`config.mk`:
```
export PLATFORM = sky130hd
export DESIGN_NAME = pipe_wb_trace_monitor_flat
export DESIGN_NICKNAME = d
export VERILOG_FILES = /design/src/rtl/pipe_wb_trace_monitor_if.sv /design/src/rtl/pipe_wb_trace_monitor.sv /design/src/flat_wrapper.sv
export SDC_FILE = /design/constraint.sdc
export NUM_CORES = 1
export LEC_CHECK = 0
export ABC_CLOCK_PERIOD_IN_PS = 9300
export CAP_MARGIN = 20
export CORE_AREA = 2 2 186 188
export DETAILED_ROUTE_END_ITERATION = 6
export DIE_AREA = 0 0 188 190
export DONT_BUFFER_PORTS = 1
export MAX_ROUTING_LAYER = met4
export PLACE_DENSITY = 0.78
export SYNTH_ARGS = -nofsm -noshare
export SYNTH_HDL_FRONTEND = slang
export SYNTH_SLANG_ARGS = --single-unit
export TNS_END_PERCENT = 1
```
`constraint.sdc`:
```
create_clock -name clk -period 9.3 [get_ports clk]
set_clock_uncertainty 0.05 [all_clocks]
set_input_delay 0.93 -clock clk [delete_from_list [all_inputs] [get_ports clk]]
set_output_delay 0.93 -clock clk [all_outputs]
set_load 0.01 [all_outputs]
```
`src/rtl/pipe_wb_trace_monitor_if.sv`:
```
// Trace drain channel of the writeback monitor: show-ahead head entry with valid/ready.
// The monitor is the master (it offers entries); the consumer is the slave.
interface pipe_wb_trace_monitor_if #(
  parameter int DW  = 32,
  parameter int RAW = 5,
  parameter int CW  = 16
);
  logic           trace_valid;
  logic           trace_ready;
  logic [RAW-1:0] trace_rd;
  logic [DW-1:0]  trace_data;
  logic [CW-1:0]  trace_ts;

  modport master (output trace_valid, trace_rd, trace_data, trace_ts, input trace_ready);
  modport slave  (input trace_valid, trace_rd, trace_data, trace_ts, output trace_ready);
endinterface

```
`src/rtl/pipe_wb_trace_monitor.sv`:
```
// Writeback-stage monitor: traces writes to watched registers into a timestamped
// show-ahead FIFO and keeps saturating cycle/retire/stall/flush/drop counters.
module pipe_wb_trace_monitor #(
  parameter int  DW        = 32,
  parameter int  RAW       = 5,
  parameter int  DEPTH     = 8,
  parameter int  CW        = 16,
  parameter bit  IGNORE_R0 = 1'b1,
  localparam int NREG      = 2**RAW,
  localparam int AW        = $clog2(DEPTH),
  localparam int LW        = AW + 1
) (
  input  logic                  clk,
  input  logic                  reset,
  input  logic                  en,
  input  logic                  clr,
  input  logic                  RegWrite_WB,
  input  logic [RAW-1:0]        Rdfinal,
  input  logic [DW-1:0]         wB_Data_final,
  input  logic                  stall_HDU,
  input  logic                  flush,
  input  logic [NREG-1:0]       watch_mask,
  pipe_wb_trace_monitor_if.master trace,
  output logic [CW-1:0]         cycle_cnt,
  output logic [CW-1:0]         retire_cnt,
  output logic [CW-1:0]         stall_cnt,
  output logic [CW-1:0]         flush_cnt,
  output logic [CW-1:0]         drop_cnt,
  output logic [LW-1:0]         fifo_level
);

  typedef struct packed {
    logic [CW-1:0]  ts;
    logic [DW-1:0]  data;
    logic [RAW-1:0] rd;
  } entry_t;

  function automatic logic [CW-1:0] sat_inc(input logic [CW-1:0] v, input logic inc);
    return (inc && (v != '1)) ? v + CW'(1) : v;
  endfunction

  entry_t        mem_q [DEPTH];
  entry_t        head;
  logic [LW-1:0] wr_ptr_q, wr_ptr_d, rd_ptr_q, rd_ptr_d, level;
  logic [CW-1:0] cycle_cnt_q, cycle_cnt_d, retire_cnt_q, retire_cnt_d;
  logic [CW-1:0] stall_cnt_q, stall_cnt_d, flush_cnt_q, flush_cnt_d;
  logic [CW-1:0] drop_cnt_q, drop_cnt_d;
  logic          wr_evt, trace_evt, valid, full, pop, push, drop;

  assign wr_evt    = RegWrite_WB & ~(IGNORE_R0 & (Rdfinal == '0));
  assign trace_evt = en & wr_evt & watch_mask[Rdfinal];
  assign level     = wr_ptr_q - rd_ptr_q;
  assign valid     = (level != '0);
  assign full      = (level == LW'(DEPTH));
  assign pop       = valid & trace.trace_ready;
  // A full FIFO still accepts an event when the head leaves in the same cycle.
  assign push      = trace_evt & ~clr & (~full | pop);
  assign drop      = trace_evt & ~clr & full & ~pop;

  always_comb begin
    // NOTE: every always_comb output gets a default first so no path can infer a latch.
    wr_ptr_d     = wr_ptr_q;
    rd_ptr_d     = rd_ptr_q;
    cycle_cnt_d  = cycle_cnt_q;
    retire_cnt_d = retire_cnt_q;
    stall_cnt_d  = stall_cnt_q;
    flush_cnt_d  = flush_cnt_q;
    drop_cnt_d   = drop_cnt_q;
    if (clr) begin
      wr_ptr_d     = '0;
      rd_ptr_d     = '0;
      cycle_cnt_d  = '0;
      retire_cnt_d = '0;
      stall_cnt_d  = '0;
      flush_cnt_d  = '0;
      drop_cnt_d   = '0;
    end else begin
      cycle_cnt_d  = sat_inc(cycle_cnt_q,  en);
      retire_cnt_d = sat_inc(retire_cnt_q, en & wr_evt);
      stall_cnt_d  = sat_inc(stall_cnt_q,  en & stall_HDU);
      flush_cnt_d  = sat_inc(flush_cnt_q,  en & flush);
      drop_cnt_d   = sat_inc(drop_cnt_q,   drop);
      if (push) wr_ptr_d = wr_ptr_q + LW'(1);
      if (pop)  rd_ptr_d = rd_ptr_q + LW'(1);
    end
  end

  always_ff @(posedge clk or negedge reset) begin
    if (!reset) begin
      wr_ptr_q     <= '0;
      rd_ptr_q     <= '0;
      cycle_cnt_q  <= '0;
      retire_cnt_q <= '0;
      stall_cnt_q  <= '0;
      flush_cnt_q  <= '0;
      drop_cnt_q   <= '0;
    end else begin
      // NOTE: non-blocking assignments so every flop samples pre-edge values.
      wr_ptr_q     <= wr_ptr_d;
      rd_ptr_q     <= rd_ptr_d;
      cycle_cnt_q  <= cycle_cnt_d;
      retire_cnt_q <= retire_cnt_d;
      stall_cnt_q  <= stall_cnt_d;
      flush_cnt_q  <= flush_cnt_d;
      drop_cnt_q   <= drop_cnt_d;
    end
  end

  // NOTE: storage is not reset; the head is masked by valid so stale words never show.
  always_ff @(posedge clk) begin
    if (push) mem_q[wr_ptr_q[AW-1:0]] <= '{ts: cycle_cnt_q, data: wB_Data_final, rd: Rdfinal};
  end

  assign head              = mem_q[rd_ptr_q[AW-1:0]];
  assign trace.trace_valid = valid;
  assign trace.trace_rd    = valid ? head.rd   : '0;
  assign trace.trace_data  = valid ? head.data : '0;
  assign trace.trace_ts    = valid ? head.ts   : '0;

  assign cycle_cnt  = cycle_cnt_q;
  assign retire_cnt = retire_cnt_q;
  assign stall_cnt  = stall_cnt_q;
  assign flush_cnt  = flush_cnt_q;
  assign drop_cnt   = drop_cnt_q;
  assign fifo_level = level;

endmodule

```
`src/flat_wrapper.sv`:
```
// flat-port wrapper written by rule: the top's interface ports become plain ports
module pipe_wb_trace_monitor_flat 
#(
  parameter int  DW        = 32,
  parameter int  RAW       = 5,
  parameter int  DEPTH     = 8,
  parameter int  CW        = 16,
  parameter bit  IGNORE_R0 = 1'b1,
  localparam int NREG      = 2**RAW,
  localparam int AW        = $clog2(DEPTH),
  localparam int LW        = AW + 1
)
  (clk, reset, en, clr, RegWrite_WB, Rdfinal, wB_Data_final, stall_HDU, flush, watch_mask, cycle_cnt, retire_cnt, stall_cnt, flush_cnt, drop_cnt, fifo_level, trace_trace_valid, trace_trace_rd, trace_trace_data, trace_trace_ts, trace_trace_ready);
  pipe_wb_trace_monitor_if #(.DW(DW), .RAW(RAW), .CW(CW)) trace_i ();
  input  logic clk;
  input  logic reset;
  input  logic en;
  input  logic clr;
  input  logic RegWrite_WB;
  input  logic [RAW-1:0] Rdfinal;
  input  logic [DW-1:0] wB_Data_final;
  input  logic stall_HDU;
  input  logic flush;
  input  logic [NREG-1:0] watch_mask;
  output logic [CW-1:0] cycle_cnt;
  output logic [CW-1:0] retire_cnt;
  output logic [CW-1:0] stall_cnt;
  output logic [CW-1:0] flush_cnt;
  output logic [CW-1:0] drop_cnt;
  output logic [LW-1:0] fifo_level;
  output wire logic [$bits(trace_i.trace_valid)-1:0] trace_trace_valid;
  output wire logic [$bits(trace_i.trace_rd)-1:0] trace_trace_rd;
  output wire logic [$bits(trace_i.trace_data)-1:0] trace_trace_data;
  output wire logic [$bits(trace_i.trace_ts)-1:0] trace_trace_ts;
  input wire logic [$bits(trace_i.trace_ready)-1:0] trace_trace_ready;
  assign trace_trace_valid = trace_i.trace_valid;
  assign trace_trace_rd = trace_i.trace_rd;
  assign trace_trace_data = trace_i.trace_data;
  assign trace_trace_ts = trace_i.trace_ts;
  assign trace_i.trace_ready = trace_trace_ready;
  pipe_wb_trace_monitor #(.DW(DW), .RAW(RAW), .DEPTH(DEPTH), .CW(CW), .IGNORE_R0(IGNORE_R0)) u_core (.clk(clk), .reset(reset), .en(en), .clr(clr), .RegWrite_WB(RegWrite_WB), .Rdfinal(Rdfinal), .wB_Data_final(wB_Data_final), .stall_HDU(stall_HDU), .flush(flush), .watch_mask(watch_mask), .trace(trace_i), .cycle_cnt(cycle_cnt), .retire_cnt(retire_cnt), .stall_cnt(stall_cnt), .flush_cnt(flush_cnt), .drop_cnt(drop_cnt), .fifo_level(fifo_level));
endmodule
```
* Word level (Yosys, flattened, before mapping)
Memory sizes are Yosys's and may differ from the RTL's.
Index checks and enable logic that the tools add are counted.
** Word-level totals
- Output and inout bits :: 138
- Input bits :: 77
- Memories kept :: 1
- Bits in writable memories :: 424
- Logic and storage cells :: 73
- Register bits after elaboration :: 88
** Memory list
- u_core.mem_q :: depth 8, width 53, rd ports 1, clocked after memory_dff 0, write ports 1, RTL line pipe_wb_trace_monitor.sv:42 : entry_t mem_q [DEPTH];
** Cells by class
- Bitwise gates (word level) :: 15
- Add/sub/neg operators :: 8
- $lt $le $gt $ge :: 1
- Eq/ne operators :: 6
- Reductions and logical operators :: 14
- Muxes and demuxes :: 21
** Operators with widths (number)
- $mux 16 :: 11
- $add 16x1->16 const B :: 5
- $ne 16x16->1 const B :: 5
- $mux 32 :: 1
- $mux 4 :: 4
- $reduce_bool 2->1 :: 7
- $and 1x1->1 :: 10
- $add 4x1->4 const B :: 2
- $lt 5x6->1 const B :: 1
- $bmux 1 s5 :: 1
- $logic_and 1x1->1 :: 5
- $logic_not 5->1 :: 1
- $mux 5 :: 1
- $eq 4x4->1 const B :: 1
- $not 1->1 :: 4
- $reduce_bool 4->1 :: 1
- $sub 4x4->4 :: 1
- $mux 1 :: 3
- $or 1x1->1 :: 1

* Depth between registers and ports, before layout
Gate-level depths: netlist of run 1.
- Depth in word-level cells :: 11
- Mapped depth :: 13
- Mapped depth without buffers :: 11

* Worst setup path after synthesis of run 1
No wires, ideal clock.
- Path kind :: reg2reg
- From :: register u_core.rd_ptr_q[1]
- To :: memory u_core.mem_q[4][0] (netlist bit), enable pin
- Library setup time :: 0.595 ns
- Setup slack :: 0.897 ns
- Arrival time :: 7.758 ns
- Stages on the path, launching flop included :: 12
- Required time :: 8.655 ns
- Cell sequence :: dfrtp_1 > clkbuf_1 > clkbuf_1 > clkbuf_1 > inv_1 > fa_1 > xor2_1 > or3_1 > nor4_4 > nor2b_1 > nand2_1 > nor4_1
** Between the ends
- Word-level cells in the longest chain between the ends :: 7
** Ends and longest elaborated chain
- from (decl) :: RTL line pipe_wb_trace_monitor.sv:44 : logic [LW-1:0] wr_ptr_q, wr_ptr_d, rd_ptr_q, rd_ptr_d, level;
- from (signal assigned) :: RTL line pipe_wb_trace_monitor.sv:100 : rd_ptr_q <= rd_ptr_d;
- $sub 4x4->4 (*) :: RTL line pipe_wb_trace_monitor.sv:52 : assign level = wr_ptr_q - rd_ptr_q;
- via fifo_level[2] :: RTL line flat_wrapper.sv:30 : output logic [LW-1:0] fifo_level;
- $reduce_bool 4->1 / $eq 4x4->1 (equally long branches) :: RTL line pipe_wb_trace_monitor.sv:53, pipe_wb_trace_monitor.sv:54
- $and 1x1->1 / $not 1->1 (equally long branches) :: RTL line pipe_wb_trace_monitor.sv:55, pipe_wb_trace_monitor.sv:57
- $or 1x1->1 (*) :: RTL line pipe_wb_trace_monitor.sv:57 : assign push = trace_evt & ~clr & (~full | pop);
- $and 1x1->1 (*) :: RTL line pipe_wb_trace_monitor.sv:57
- $mux 1 (*) :: RTL line pipe_wb_trace_monitor.sv:111 : if (push) mem_q[wr_ptr_q[AW-1:0]] <= '{ts: cycle_cnt_q, data: wB_Data_final, rd: Rdfinal};
- $mux 1 (not written as such) (*) :: RTL line pipe_wb_trace_monitor.sv:111
- to (decl) :: RTL line pipe_wb_trace_monitor.sv:42
Mark *: on every way through the listed nets, which the timed path passes. The rest lies on a longest branch.

* Worst setup path in the final report of run 1
- From :: register u_core.rd_ptr_q[2]
- To :: output port trace_trace_valid
** Between the ends
- Word-level cells in the longest chain between the ends :: 2
** Ends and longest elaborated chain
- $sub 4x4->4 :: RTL line pipe_wb_trace_monitor.sv:52
- via fifo_level[2] :: RTL line flat_wrapper.sv:30
- $reduce_bool 4->1 :: RTL line pipe_wb_trace_monitor.sv:53 : assign valid = (level != '0);
- to (decl) :: RTL line flat_wrapper.sv:31 : output wire logic [$bits(trace_i.trace_valid)-1:0] trace_trace_valid;
The timed path passes the listed nets, and every way through them passes these cells.

==> flow_metrics.py, run 1 <==
metrics = {
    "sta": {
        "setup_viol": 0,
        "tightest_slew_ps": 1010,
        "rsz0062_at_grt": "no",
        "relSlewSlack_pct": 32.7,
        "max_freq_mhz": 195,
        "period_share_pct": 55.3,
        "hold_ws_ps": 200,
        "hold_violations": 0,
        "fin_setup_tns_ps": 0,
        "min_period_ps": 5140,
        "final-max-slew-violation-count": 0,
    },
    "yosys": {
        "ys_ff_latch": 512,
        "ys_types": 53,
        "synth_commonest_cells": "edfxtp_1 (424), nand2_1 (146), mux4_2 (110)",
        "yosysWarnings": 0,
        "ys.flop_type": "edfxtp_1",
        "netlist.area_leader.share_pct": 60.4,
        "yosys.area.top_type": "edfxtp_1",
        "ys_top_cells_by_area": "edfxtp_1 (60%), mux4_2 (12%), dfrtp_1 (10%), nand2_1 (2.6%), a21oi_1 (1.8%)",
        "async_reset_ff_share_pct": 17.2,
        "syn_nets": 1359,
        "syn_area_per_cell_sq_um": 16.6,
        "synth_most_common_cell": "edfxtp_1",
        "syn_inst": 1271,
        "synth-seq-area-share_pct": 70.9,
        "syn_area_sq_um": 21100,
        "synth_edf_count": 424,
    },
    "layout": {
        "fillCellCount": 2138,
        "multi_input_area_sq_um": 5830,
        "area_growth_pct": 10.1,
        "antennaDiodeCount": 0,
        "finalNonFillerCells": 1773,
        "final_core_util_pct": 68.3,
        "seq_area_sq_um": 14900,
        "final_nets": 1367,
        "drive_above_1_share_pct": 16.6,
        "fin_area_sq_um": 23200,
    },
    "die": {
        "ioPinCount": 215,
        "die_w_um": 188,
        "die_area_sq_um": 35700,
        "num_rows": 68,
        "start_util_pct": 62.1,
        "die-height_um": 190,
        "core_sq_um": 33900,
    },
    "route": {
        "avgViaCountPerCell": 6.33,
        "wl_per_cell_um": 25.1,
        "routed_wl_mm": 44.6,
        "drt-initial-drc-count": 948,
        "first_pass_iters": 5,
        "drc": 0,
        "drtAntennaViolNets": 0,
        "vias": 11200,
    },
    "clock_network": {
        "numCtsBuffers": 50,
        "cts-root-buf": "clkbuf_16",
        "htreeDepth": 2,
        "cts_buffer_depth": 3,
        "post_cts_buffers": 0,
        "cts_tree": "yes",
        "cts.sinks": 512,
        "clk_latency_ps": 580,
        "clk_pin_slew_ps": 60,
    },
    "critical_path": {
        "r2r-end": "u_core.drop_cnt[5]",
        "crit_type": "flop to primary output",
        "slowest_delay_ps": 580,
        "reg2reg_slack_ps": 4830,
        "arrival_ps": 4160,
        "cp.required_ps": 8320,
        "r2r_cells": 10,
        "cp_cell_sequence": "buf_12, inv_2, buf_4, ha_1, xor2_1, or3_1, nor2_4, buf_4, inv_1",
        "cp_common_cell": "buf_4",
        "crit-reg2reg-launch": "u_core.rd_ptr_q[2]",
        "cpMaxStageDelayCell": "dfrtp_2",
        "critPathLaunchType": "flop",
        "cp_max_fo": 55,
        "endpoint_kind": "primary output",
    },
    "hold_path": {
        "hold_path.class": "input port to asynchronous set/reset pin",
    },
    "power_and_ir_drop": {
        "leakage_nw": 7.75,
        "power_density_nw_per_um2": 236,
        "ir_drop_v": 0.000160,
    },
    "placement": {
        "gp_congestion": 0.839,
        "dpl_cell_area_sq_um": 21500,
        "place_inst": 1680,
        "hpwl_mm": 24.6,
        "port-buffer-count": 0,
    },
    "global_route": {
        "grt_pass1_wl_mm": 67.4,
        "antenna_found_initial": 0,
        "grt_use_total_pct": 26.0,
        "overflow": 0,
        "grt_max_degree": 89,
        "grt_pass1_vias": 11600,
    },
    "outcome": {
        "status": "finished, final reports clean",
    },
    "job": {
        "maxCapViolations": 0,
    },
}
[power breakdown]
| part | internal (W) | switching, W |
|---|---|---|
| registers | 0.00250 | 0.0000551 |
| clock network | 0.00117 | 0.000837 |
| logic | 0.000351 | 0.000557 |
| total | 0.00402 | 0.00145 |
[cells in the final DEF, fill, tap and decap left out, drive strengths merged, types with 2 or more instances in the layout]
cell    synthesis  routed
o21a            4       4
mux2i          20      20
nor3           15      15
ha             10      10
o21ai          12      12
mux4          110     110
o211ai          2       2
edfxtp        424     424
o31ai           9       9
a211oi          3       3
nand3          35      35
bufinv          0       5
or3             9       9
nand4          20      20
nand3b          4       4
clkinv          0      16
clkbuf         37      67
and3            9       9
dfrtp          88      88
a21oi          74      74
a31oi           2       2
nor4           12      12
buf            24      17
or4             9       9
mux2            3       3
and4           14      14
xor2           31      31
nor2b           6       6
xnor2          26      26
nand2         146     146
and2            5       5
inv            19      21
nor2           78      78
[sequential cells by signal, summed over array words and instances, names as in the netlist]
name and count:
u_core.retire_cnt 16, u_core.cycle_cnt 16, u_core.mem_q 424, u_core.flush_cnt 16, u_core.stall_cnt 16, u_core.wr_ptr_q 4
u_core.rd_ptr_q 4, u_core.drop_cnt 16
[how the worst max path moves through the flow]
| stage | startpoint | endpoint | slack (ps) | depth (start not counted) |
|---|---|---|---|---|
| 4_1_cts | u_core.rd_ptr_q[2] | trace_trace_valid | 3930 | 8 |
| 3_3_place_gp | u_core.rd_ptr_q[2] | trace_trace_valid | 4740 | 8 |
| 6_report | u_core.rd_ptr_q[2] | trace_trace_valid | 4160 | 9 |
| 2_1_floorplan | u_core.rd_ptr_q[1] | u_core.mem_q[4][0] | 900 | 11 |
| 3_5_place_dp | u_core.rd_ptr_q[2] | trace_trace_valid | 4610 | 8 |
| 5_1_grt | u_core.rd_ptr_q[2] | trace_trace_valid | 3960 | 10 |
[per-layer routing]
metal	up-vias	GRT usage [%]	wire, um
met5	-	-	0
met4	0	6.90	975
met3	64	7.51	3960
met2	476	42.2	22500
met1	5747	32.4	17100
li1	4944	-	-
[per-stage QoR]
stage	setup slack, ps	total power [W]
final	4160	0.00547
after global routing	3960	0.00565
after CTS	3930	0.00552
after detailed placement	4610	0.00350
after global placement	4740	0.00348
after floorplan	897	0.00331
[layout make-up]
cell class,instances,share of cell area (%)
Sequential cell,512,64.4
Multi-Input combinational cell,679,25.1
Clock buffer,67,5.89
Tap cell,455,2.45
Clock inverter,24,1.12
Timing Repair Buffer,17,0.690
Inverter,19,0.307
[kinds of logic after synthesis]
family / Yosys count / synth area share, %
compound gates: 114 / 3.11
simple gates: 364 / 8.41
mux: 133 / 12.9
flops: 512 / 70.9
xor+xnor: 57 / 2.37
fa+ha+maj: 11 / 0.689
buf+inv: 80 / 1.69
[worst max-delay path: cells and delay by family, from the launching register on]
family                     cells  cell delay, ps
buffers and inverters          5            1710
adders and majority gates      1             380
and+or+nand+nor                2             670
xor gates and xnor gates       1             200
DFF                            1             580
[timing repair]
item | 4_1_cts | 5_1_grt
hold buffers | 1 | 0
setup endpoints to repair | 0 | 0
gates resized for setup | 0 | 0
hold endpoints to repair | 88 | 0
Power figures use the tool's default switching activity.
==> run 2: changes to the inputs <==
--- a/config.mk
+++ b/config.mk
@@ -5,14 +5,14 @@
 export SDC_FILE = /design/constraint.sdc
 export NUM_CORES = 1
 export LEC_CHECK = 0
-export ABC_CLOCK_PERIOD_IN_PS = 9300
+export ABC_CLOCK_PERIOD_IN_PS = 4250
 export CAP_MARGIN = 20
-export CORE_AREA = 2 2 186 188
+export CORE_AREA = 2 2 196 198
 export DETAILED_ROUTE_END_ITERATION = 6
-export DIE_AREA = 0 0 188 190
+export DIE_AREA = 0 0 198 200
 export DONT_BUFFER_PORTS = 1
 export MAX_ROUTING_LAYER = met4
-export PLACE_DENSITY = 0.78
+export PLACE_DENSITY = 0.75
 export SYNTH_ARGS = -nofsm -noshare
 export SYNTH_HDL_FRONTEND = slang
 export SYNTH_SLANG_ARGS = --single-unit
==> constraint.sdc (replaced) <==
create_clock -name clk -period 4.25 [get_ports clk]
set_clock_uncertainty 0.05 [all_clocks]
set_input_delay 0.425 -clock clk [delete_from_list [all_inputs] [get_ports clk]]
set_output_delay 0.425 -clock clk [all_outputs]
set_load 0.01 [all_outputs]
==> run 2 against run 1 <==
  * Flip-flop and latch count unchanged
  * Final cell count increased by 5.7%
  * Critical path depth decreased by 4
  * Non-clock buffer count increased by 41
  * Worst setup slack got worse by 3800 ps
  * Critical endpoint is now trace_trace_ts[1]
==> flow_metrics.py, run 2 (same netlist as run 1, synthesis figures left out) <==
metrics = {
    "sta": {
        "rsz0062_at_grt": "no",
        "min_period_ps": 3890,
        "setup_ws_ps": 360,
        "tightest_slew_ps": 1060,
        "fin_setup_tns_ps": 0,
        "relSlewSlack_pct": 29.1,
        "setup_viol": 0,
        "final-max-slew-violation-count": 0,
        "max_freq_mhz": 257,
        "hold_violations": 0,
        "period_share_pct": 91.5,
    },
    "layout": {
        "final_core_util_pct": 64.1,
        "multi_input_area_sq_um": 5930,
        "final_nets": 1410,
        "drive_above_1_share_pct": 17.1,
        "final_common_cell": "edfxtp_1",
        "seq_area_sq_um": 14900,
        "area_growth_pct": 13.8,
        "fillCellCount": 2530,
        "most-common-layout-cells": "edfxtp_1 (424), nand2_1 (145), mux4_2 (110)",
        "largest_reg_flops": 424,
        "finalNonFillerCells": 1874,
    },
    "clock_network": {
        "postCtsHoldBufs": 41,
        "cts_buffer_depth": 3,
        "htreeDepth": 2,
        "cts.sinks": 512,
        "cts_resized": 0,
        "numCtsBuffers": 52,
        "cts_tree": "yes",
        "cts-root-buf": "clkbuf_16",
        "clk_latency_ps": 590,
        "clk_pin_slew_ps": 60,
        "post_cts_buffers": 0,
    },
    "route": {
        "wl_per_cell_um": 23.7,
        "avgViaCountPerCell": 6.04,
        "first_pass_iters": 5,
        "drtAntennaViolNets": 0,
        "routed_wl_mm": 44.3,
        "drt-initial-drc-count": 926,
        "drc": 0,
        "vias": 11300,
    },
    "critical_path": {
        "crit_type": "flop to primary output",
        "cp_max_fo": 71,
        "endpoint_kind": "primary output",
        "arrival_ps": 3410,
        "cp.required_ps": 3770,
        "critPathLaunchType": "flop",
    },
    "die": {
        "core_sq_um": 37400,
        "start_util_pct": 56.3,
        "ioPinCount": 215,
        "num_rows": 71,
        "die_area_sq_um": 39600,
        "die_w_um": 198,
        "die-height_um": 200,
    },
    "job": {
        "maxCapViolations": 0,
    },
    "placement": {
        "port-buffer-count": 0,
        "hpwl_mm": 24.1,
        "place_inst": 1738,
        "gp_congestion": 0.803,
        "place_ws_ps": 483,
    },
    "power_and_ir_drop": {
        "power_density_nw_per_um2": 510,
        "leakage_nw": 8.00,
        "ir_drop_v": 0.000404,
    },
    "global_route": {
        "grt_use_total_pct": 23.9,
        "antenna_found_initial": 1,
        "grt_max_degree": 110,
        "overflow": 0,
        "grt_pass1_wl_mm": 69.0,
        "grt_pass1_vias": 11900,
    },
    "outcome": {
        "status": "finished, final reports clean",
    },
    "hold_path": {
        "hold_path.class": "input port to flop",
    },
}
run 2: cell count changes in the layout (fill, tap and decap cells not counted), moves of 5 or more:
cell	change
clkinv_1	+5
buf_4	-10
nor4_2	-6
dlygate4sd3_1	+39
clkbuf_1	-5
nor4_4	+6
buf_12	+11
run 2: cell type report:
class	instances	area share, %
diodes	2	0.0209
inverters	19	0.318
multi-input cells	679	24.7
clock buffers	61	5.61
flip-flops and latches	512	62.3
clock inverters	32	1.32
repair buffers	58	3.02
well taps	511	2.67
run 2: where the power goes:
part / total [W] / switching [W] / internal [W]
Sequential: 0.00551 / 0.0000372 / 0.00547
Clock: 0.00447 / 0.00185 / 0.00262
Combinational: 0.00226 / 0.00141 / 0.000848
Total: 0.0122 / 0.00330 / 0.00894
run 2: critical path, cell delays in order (launching register included):
cell     delay (ps)
dfrtp_4         420
buf_4           480
buf_4           900
mux4_2          370
nand2_1          60
a21oi_1         500
run 2: worst paths after layout:
| kind | start | to | slack [ps] | cells after the start |
|---|---|---|---|---|
| worst max-delay path | u_core.rd_ptr_q[1] | trace_trace_ts[1] | 360 | 5 |
| worst min-delay path | clr | u_core.drop_cnt[13] | 20 | 2 |
| worst max register to register | u_core.wr_ptr_q[0] | u_core.drop_cnt[5] | 460 | 10 |
| worst min register to register | u_core.wr_ptr_q[3] | u_core.wr_ptr_q[3] | 480 | 1 |
| max in group asynchronous | reset | u_core.rd_ptr_q[0] | 3360 | 2 |
| min in group asynchronous | reset | u_core.cycle_cnt[1] | 410 | 2 |
run 2: layer usage:
| layer | part of all wire [%] | vias to the layer above | track usage [%] |
|---|---|---|---|
| met5 | 0 | - | - |
| met4 | 2.2 | 0 | 6.46 |
| met3 | 7.9 | 70 | 6.27 |
| met2 | 49 | 387 | 38.0 |
| met1 | 41 | 5814 | 31.0 |
| li1 | - | 5043 | - |
run 2: through the flow:
stage	power, W	hold slack [ps]	instance area (sq um)
4_1_cts	0.0123	0.999	24000
2_1_floorplan	0.00728	79.4	21200
3_3_place_gp	0.00777	81.7	21900
3_5_place_dp	0.00780	81.6	21900
5_1_grt	0.0127	14.0	24000
6_report	0.0122	23.8	24000
==> run 3: changes to the inputs <==
--- a/config.mk
+++ b/config.mk
@@ -7,9 +7,9 @@
 export LEC_CHECK = 0
 export ABC_CLOCK_PERIOD_IN_PS = 4250
 export CAP_MARGIN = 20
-export CORE_AREA = 2 2 196 198
+export CORE_AREA = 2 2 218 177
 export DETAILED_ROUTE_END_ITERATION = 6
-export DIE_AREA = 0 0 198 200
+export DIE_AREA = 0 0 220 179
 export DONT_BUFFER_PORTS = 1
 export MAX_ROUTING_LAYER = met4
 export PLACE_DENSITY = 0.75
==> run 3 against run 2 <==
  * Critical path depth grew 2
  * Die area shrank 0.56%
  * Sequential share of layout area shrank 0.097 points
  * Utilization is essentially flat
  * Register-to-register slack gained 500 ps
  * Combinational power is essentially flat
  * Hold slack gained 33 ps
==> flow_metrics.py, run 3 (same netlist as run 1, synthesis figures left out) <==
metrics = {
    "clock_network": {
        "numCtsBuffers": 51,
        "cts-root-buf": "clkbuf_16",
        "clk_latency_ps": 580,
        "htreeDepth": 2,
        "cts.sinks": 512,
        "cts_tree": "yes",
        "cts_buffer_depth": 3,
        "clk_pin_slew_ps": 60,
    },
    "layout": {
        "largest_reg_flops": 424,
        "final_nets": 1412,
        "multi_input_area_sq_um": 5930,
        "final_core_util_pct": 64.1,
        "fillCellCount": 2559,
        "drive_above_1_share_pct": 18.3,
        "final_common_cell": "edfxtp_1",
        "seq_area_sq_um": 14900,
        "area_growth_pct": 14.0,
        "most-common-layout-cells": "edfxtp_1 (424), nand2_1 (145), mux4_2 (110)",
    },
    "job": {
        "maxCapViolations": 0,
    },
    "sta": {
        "relSlewSlack_pct": 31.2,
        "tightest_slew_ps": 1030,
        "period_share_pct": 86.1,
        "min_period_ps": 3660,
        "rsz0062_at_grt": "no",
        "final-max-slew-violation-count": 0,
        "setup_viol": 0,
        "max_freq_mhz": 273,
        "hold_violations": 0,
        "fin_setup_tns_ps": 0,
    },
    "global_route": {
        "overflow": 0,
        "grt_max_degree": 110,
        "antenna_found_initial": 4,
        "grt_use_total_pct": 24.5,
        "grt_pass1_vias": 11700,
        "grt_pass1_wl_mm": 70.1,
    },
    "critical_path": {
        "cp_max_fo": 54,
        "arrival_ps": 3180,
        "cp_cell_sequence": "ha_1, a21oi_1, a21oi_1, nor2_1, nor2_4, buf_12, a21oi_1",
        "reg2reg_slack_ps": 960,
        "cp_common_cell": "a21oi_1",
        "endpoint_kind": "primary output",
        "r2r_cells": 11,
        "path_buf_inv": 1,
        "crit_family": "compound AO/OA/AOI/OAI gates",
        "crit_start": "u_core.wr_ptr_q[2]",
        "cp.required_ps": 3770,
        "crit_type": "flop to primary output",
        "slowest_delay_ps": 660,
        "critPathLaunchType": "flop",
        "crit-reg2reg-launch": "u_core.wr_ptr_q[0]",
        "r2r-end": "u_core.drop_cnt[5]",
        "cpMaxStageDelayCell": "dfrtp_1",
    },
    "power_and_ir_drop": {
        "ir_drop_v": 0.000396,
        "power.total_w": 0.0124,
        "leakage_nw": 8.04,
        "power_density_nw_per_um2": 516,
    },
    "hold_path": {
        "holdPathStages": 2,
        "hold_start": "clr",
        "hold_path.class": "input port to flop",
        "worstHoldEndpoint": "u_core.drop_cnt[13]",
    },
    "placement": {
        "port-buffer-count": 0,
        "gp_congestion": 0.809,
        "hpwl_mm": 25.2,
    },
    "die": {
        "core_sq_um": 37500,
        "start_util_pct": 56.2,
        "die-height_um": 179,
        "die_w_um": 220,
        "num_rows": 64,
        "ioPinCount": 215,
        "die_area_sq_um": 39400,
    },
    "route": {
        "drtAntennaViolNets": 0,
        "drc": 0,
        "first_pass_iters": 5,
        "drt-initial-drc-count": 861,
        "vias": 11500,
        "wl_per_cell_um": 24.6,
        "routed_wl_mm": 46.0,
        "avgViaCountPerCell": 6.15,
    },
    "outcome": {
        "status": "finished, final reports clean",
    },
}
[run 3: final cells by class]
cell class / instances / area share [%]
flip-flops and latches: 512 / 62.2
multi-input cells: 679 / 24.7
clock buffers: 57 / 5.41
repair buffers: 61 / 2.83
well taps: 495 / 2.58
clock inverters: 38 / 1.89
inverters: 19 / 0.318
diodes: 6 / 0.0625
[run 3: what timing repair did]
action	CTS	global route
setup buffers	0	0
hold buffers	40	0
resized for setup	0	0
hold endpoints to repair	461	0
[run 3: power breakdown]
part / internal, W / total (W) / switching (W)
registers: 0.00547 / 0.00551 / 0.0000393
clock network: 0.00271 / 0.00462 / 0.00191
logic: 0.000863 / 0.00227 / 0.00141
[run 3: stage by stage]
step	cell area (sq um)	std cells	worst slack (ps)	hold WS (ps)
finish	24000	1867	592	57.1
global route	24000	1865	389	34.3
CTS	24000	1861	557	35.4
detailed placement	21800	1726	958	81.8
global placement	21800	1726	1040	81.8
floorplan	21200	1271	-18.3	79.4
[run 3: worst max-delay path by stage]
stage	to	slack, ps	depth (start not counted)
finish	trace_trace_ts[15]	590	7
global route	trace_trace_data[10]	390	7
CTS	trace_trace_ts[15]	560	7
detailed placement	u_core.drop_cnt[5]	960	11
global placement	u_core.drop_cnt[5]	1040	11
floorplan	u_core.mem_q[0][0]	-20	10
[run 3: routing by layer]
metal / vias up / GRT usage (%) / wire length, um
met5: - / - / 0
met4: 0 / 5.62 / 862
met3: 66 / 6.38 / 4010
met2: 414 / 38.9 / 22800
met1: 5943 / 32.2 / 18300
li1: 5058 / - / -
